File: src/rtl/button_conditioner.sv
// Player push-button input stage for the whack-a-mole controller.
// Each raw button goes through a two-flop synchroniser and a stable-count debouncer.
// Registered press/release pulses come out of the debouncer, and a combinational
// decode gives a single press index so one physical hit scores at most once.

module button_conditioner #(
   parameter int unsigned N_BTN     = 4,
   parameter int unsigned DB_CYCLES = 16,
   parameter int unsigned CNT_W     = 5
) (
   input  logic             clock,
   input  logic             reset,
   input  logic [N_BTN-1:0] btn_raw,
   output logic [N_BTN-1:0] btn_level,
   output logic [N_BTN-1:0] btn_press,
   output logic [N_BTN-1:0] btn_release,
   output logic             press_valid,
   output logic [1:0]       press_idx,
   output logic             multi_press
);

   // Terminal count: a mismatch seen at this count is the DB_CYCLES-th in a row.
   localparam logic [CNT_W-1:0] CntMax = CNT_W'(DB_CYCLES - 1);

   logic [N_BTN-1:0] sync1_q;
   logic [N_BTN-1:0] sync2_q;
   logic [N_BTN-1:0] level_q;
   logic [N_BTN-1:0] level_d;
   logic [N_BTN-1:0] press_q;
   logic [N_BTN-1:0] press_d;
   logic [N_BTN-1:0] release_q;
   logic [N_BTN-1:0] release_d;
   logic [CNT_W-1:0] cnt_q [N_BTN];
   logic [CNT_W-1:0] cnt_d [N_BTN];

   // Two-flop synchroniser for the asynchronous button levels.
   always_ff @(posedge clock or posedge reset) begin
      if (reset) begin
         sync1_q <= '0;
         sync2_q <= '0;
      end else begin
         sync1_q <= btn_raw;
         sync2_q <= sync1_q;
      end
   end

   // Per-channel debounce: count consecutive mismatches and accept the new level
   // on the edge where the run reaches DB_CYCLES. Pulses are decided on the same edge.
   always_comb begin
      level_d   = level_q;
      press_d   = '0;
      release_d = '0;
      for (int i = 0; i < int'(N_BTN); i++) begin
         cnt_d[i] = '0;
         if (sync2_q[i] != level_q[i]) begin
            if (cnt_q[i] == CntMax) begin
               // Run complete: flip the level and restart counting from zero.
               level_d[i]   = sync2_q[i];
               press_d[i]   = sync2_q[i];
               release_d[i] = ~sync2_q[i];
            end else begin
               cnt_d[i] = cnt_q[i] + 1'b1;
            end
         end
      end
   end

   // Debounce state, accepted levels and registered edge pulses.
   always_ff @(posedge clock or posedge reset) begin
      if (reset) begin
         level_q   <= '0;
         press_q   <= '0;
         release_q <= '0;
         for (int i = 0; i < int'(N_BTN); i++) begin
            cnt_q[i] <= '0;
         end
      end else begin
         level_q   <= level_d;
         press_q   <= press_d;
         release_q <= release_d;
         for (int i = 0; i < int'(N_BTN); i++) begin
            cnt_q[i] <= cnt_d[i];
         end
      end
   end

   assign btn_level   = level_q;
   assign btn_press   = press_q;
   assign btn_release = release_q;

   // Press decode straight from the pulse registers; lowest channel wins.
   always_comb begin
      press_idx = 2'd0;
      for (int i = int'(N_BTN) - 1; i >= 0; i--) begin
         if (press_q[i]) begin
            press_idx = 2'(i);
         end
      end
   end

   // Clearing the lowest set bit leaves something only if two or more were set.
   assign press_valid = |press_q;
   assign multi_press = |(press_q & (press_q - 1'b1));

endmodule

File: config.mk
export PLATFORM = sky130hd
export DESIGN_NAME = button_conditioner
export DESIGN_NICKNAME = d
export VERILOG_FILES = /design/src/rtl/button_conditioner.sv
export SDC_FILE = /design/constraint.sdc
export NUM_CORES = 1
export LEC_CHECK = 0
export ABC_CLOCK_PERIOD_IN_PS = 3000
export BUFFER_PORTS_ARGS = -buffer_cell sky130_fd_sc_hd__buf_4
export CAP_MARGIN = 30
export CORE_MARGIN = 3
export CORE_UTILIZATION = 55
export CTS_BUF_LIST = sky130_fd_sc_hd__clkbuf_2 sky130_fd_sc_hd__clkbuf_4 sky130_fd_sc_hd__clkbuf_8
export DETAILED_ROUTE_END_ITERATION = 8
export GPL_ROUTABILITY_DRIVEN = 0
export GPL_TIMING_DRIVEN = 0
export PLACE_DENSITY = 0.77
export SETUP_SLACK_MARGIN = 0.02
export SYNTH_ARGS = -nofsm -noshare
export SYNTH_HDL_FRONTEND = slang
export SYNTH_SLANG_ARGS = --single-unit
File: constraint.sdc
create_clock -name clock -period 3 [get_ports clock]
set_input_delay 0.6 -clock clock [delete_from_list [all_inputs] [get_ports clock]]
set_output_delay 0.6 -clock clock [all_outputs]
set_load 0.1 [all_outputs]
# Word-level counts from Yosys, hierarchy flattened
# Index checks and enable logic that the tools add are counted.
[word_totals] regBits=40 elab_cells=64
[op_classes] add_sub_neg=5 n_eq_ne=8 mux=28 bitwise_logic=5 n_reduce_logical=6
[ops] operator="5-bit 2-to-1 mux" n=8
[ops] operator="5-bit by 1-bit adder with 5-bit output, second input constant" n=4
[ops] operator="5-bit by 4-bit equality test with 1-bit output, second input constant" n=4
[ops] operator="1-bit 2-to-1 mux" n=16
[ops] operator="2-bit 2-to-1 mux" n=4
[ops] operator="2-bit AND reduction" n=4
[ops] operator="4-bit OR reduction" n=2
[ops] operator="4-bit AND" n=1
[ops] operator="1-bit != test" n=4
[ops] operator="1-bit NOT" n=4
[ops] operator="4-bit by 1-bit subtractor with 4-bit output, second input constant" n=1

# Depth between registers and ports, before layout
[logic_depth] ltp_word=4 depth_mapped=4

# Least setup slack after synthesis
# OpenSTA, ideal clock, no wires.
[synth_timing] path_type="reg2out" from="reg press_q[3] (netlist: btn_press[3])" to="out press_idx[1]" arrival_ns=3.156 path_slack_ns=-0.756 path_stages_with_launch=3 path_buffers=0 cell_sequence="dfrtp_1 nor2_1 nor3_1"
[synth_between] elab_chain_cells=4
[synth_rtl] element="start, declared" line_no="29" rtl="logic [N_BTN-1:0] press_q;"
[synth_rtl] element="start signal, assigned" line_no="79" rtl="press_q <= press_d;"
[synth_rtl] element="2-bit 2-to-1 mux (4 in series)" line_no="95" rtl="if (press_q[i]) begin"
[synth_rtl] element="end, declared" line_no="18" rtl="output logic [1:0] press_idx,"
# No other way between the ends.

# Worst setup path after layout
[layout_timing] from="reg press_q[1] (netlist: btn_press[1])" to="out multi_press"
[layout_between] elab_chain_cells=3
[layout_rtl] element="4-bit by 1-bit subtractor with 4-bit output" line_no="103" rtl="assign multi_press = |(press_q & (press_q - 1'b1));"
[layout_rtl] element="4-bit AND (*)" line_no="103"
[layout_rtl] element="4-bit OR reduction (*)" line_no="103"
[layout_rtl] element="end, declared" line_no="19" rtl="output logic multi_press"
# Mark *: on every way between the ends. The rest lies on a longest branch, timed or not.

==> results.md <==
* Outcome: finished clean
* RSZ-0062 raised after global routing: no
* Leak pwr at 0.00105 uW
* Top cell type's share of synthesized area at 64.2%
* DPL Wire Length at 1590 um
* Most frequent cells in the layout: dfrtp_1, buf_4, xor2_1
* Total CTS buffers at 5
* Clk slew on worst S/H paths at 0.10 ns
* XOR/XNOR share of the synthesized area at 6.74%
* Max VDD drop at 0.465 mV
* Final period util at 66.5%
* Fill cell count at 184
* Vias in the first global route at 928
* Crit Path Class: flop to output pin
* CTS Buffer Depth at 2
* Hold Slack at 0.359 ns
* DRT Pass-1 Iters at 4
* Final Hold Vio Count at 0
* # placed instances at 166
* Detailed Route Iter0 Violations at 45
* Synth Cell Area at 1560 um^2
* Post-layout net count at 153
* Tightest Hold Check Type: flop to flop
* Mux share of post-synthesis cell area at 3.85%
* Total congestion overflow at 0
* Cells after Synth at 115
* Met2 wire len at 1040 um
* IO buf count at 21
* Row count at 18
* Ports at 22
* Critical path arrival at 1.40 ns
* Largest net degree at the start of global routing at 41
* Max-cap viol count at 0
* Compound-cell area share of the yosys netlist at 2.73%
* Post-Route Setup TNS at 0 ns
* DIE HEIGHT at 59.3 um
* Vias post-DR at 920
* Clock skew at 0.00750 ns
* Seq/Total Area, Yosys at 64.2%
* Post-Layout Inst Area at 1810 um^2
* Worst-Margin Slew at 0.774 ns
* CP Data Required Time at 2.40 ns
* Synth area leaders: dfrtp_1, xor2_1, mux2_4
* CTS hold repair buffers at 0
* Critical-path maximum fanout at 5
* GRT Util Overall at 15.8%
* Simple-gate area share of the yosys netlist at 18.8%
* Initial antenna violation count at 0
* DR top layer: met4
* Die Wd at 59.3 um
* TritonCTS clock tree: built
* Postcts setup bufs at 0
* Root Buffer: clkbuf_4
* Met3 routed WL at 151 um
* Cell Pwr Density at 479 nW/um^2
* Adder-cell area share of the yosys netlist at 3.21%
* Clock Latency Late Sink at 0.34 ns
* Yosys warning count at 0
* First-pass GRT wire length at 3970 um
* Top cell type by total area after synthesis: dfrtp_1
* Initial Utilization at 60.2%
* Syn Nets at 125
* Antenna cells at 0
* Main combinational cell family by area after synthesis: simple AND/OR/NAND/NOR gates
* Final Max Tran Viols at 0
* Fmax at 501 MHz
* Flops & latches, synth at 40
* Placed cell areas at 1760 um^2
* Share of layout cells above drive strength 1 at 28.7%
* Distinct cells, synth at 17
* Final setup vio count at 0
* Core area at 2590 um^2
* WL final at 2290 um
* Wirelength per Cell at 13.2 um
* Sequential cell area at 1000 um^2
* Post-layout minimum cycle time at 2.00 ns
* Drc violations at 0
* Most common cell after layout, fill and taps aside: dfrtp_1
* Startpoint Class: flop
* H-tree levels at 2
* Non-Filler Instances at 173
* Crit. End Element: output pin
* Detailed-routing wirelength on met1 at 1020 um
* Clock Sinks at 40
* Syn Area/Cell at 13.6 um^2
* Fin util at 70.0%
* Slew margin rel. at 48.4%
* CTS resizes at 0
* P&R area growth vs syn at 16.3%
* ANT nets after route at 0
* Via-to-Cell Ratio at 5.32
* Area of the multi-input gates at 561 um^2
* Die ar. at 3510 um^2
-- final timing paths --
path,endpoint,slack [ns],cells past startpoint,startpoint
max,multi_press,1.00,3,btn_press[1]$_DFF_PP0_
min,sync2_q[2]$_DFF_PP0_,0.36,0,sync1_q[2]$_DFF_PP0_
max reg2reg,btn_level[0]$_DFFE_PP0P_,1.76,3,cnt_q[15]$_DFF_PP0_
min reg2reg,sync2_q[2]$_DFF_PP0_,0.36,0,sync1_q[2]$_DFF_PP0_
max in group asynchronous,btn_release[2]$_DFF_PP0_,2.11,2,reset
min in group asynchronous,btn_release[1]$_DFF_PP0_,0.40,2,reset
-- where the power goes --
part	internal (uW)	switching [uW]	total (uW)
Sequential	557	16.1	573
Combinational	19.3	24.8	44.1
Clock	95.4	156	251
Total	672	197	869
-- logic make-up (layout without fill, tap and decap cells) --
kind of cell	count (synthesis)	count (layout)
and+or+nand+nor	46	46
DFF	40	40
xor gates and xnor gates	12	12
AOI/OAI and AO/OA	7	7
adders and majority gates	4	4
muxes	4	4
buffers and inverters	2	30
-- area by class of cell --
class	instances	share of cell area, %
Sequential cell	40	55.2
Multi-Input combinational cell	73	30.9
Timing Repair Buffer	21	8.69
Clock buffer	6	2.48
Tap cell	30	2.07
Inverter	2	0.414
Clock inverter	1	0.276
-- synth_stat cells (all sizes together) --
cell type / count
and3: 2
nor3: 1
a211oi: 1
xor2: 12
nand4b: 4
mux2: 4
inv: 2
nand3: 4
nor2: 11
nor3b: 8
ha: 4
nand2: 10
a31oi: 4
dfrtp: 40
a21oi: 2
and2: 6
-- registers in the layout, summed over array words and instances (netlist names) --
signal and count:
btn_release 4, btn_press 4, sync2_q 4, btn_level 4
cnt_q 20, sync1_q 4
-- critical path, stage by stage (launching register included) --
cell and delay [ns]:
dfrtp_1 0.46, a211oi_1 0.31, a21oi_2 0.05, buf_4 0.24
-- through the flow --
step                setup WS, ns  total power, uW
floorplan                 0.0272              613
global route               0.926              918
finish                      1.00              869
global placement            1.03              625
detailed placement          1.36              628
CTS                        0.965              886
-- per-layer routing --
layer  GRT usage (%)  vias to the layer above
met3            5.23                        6
li1                -                      448
met5               0                        -
met2            23.2                       21
met4            9.71                        0
met1            20.2                      445
Power figures use the tool's default switching activity.
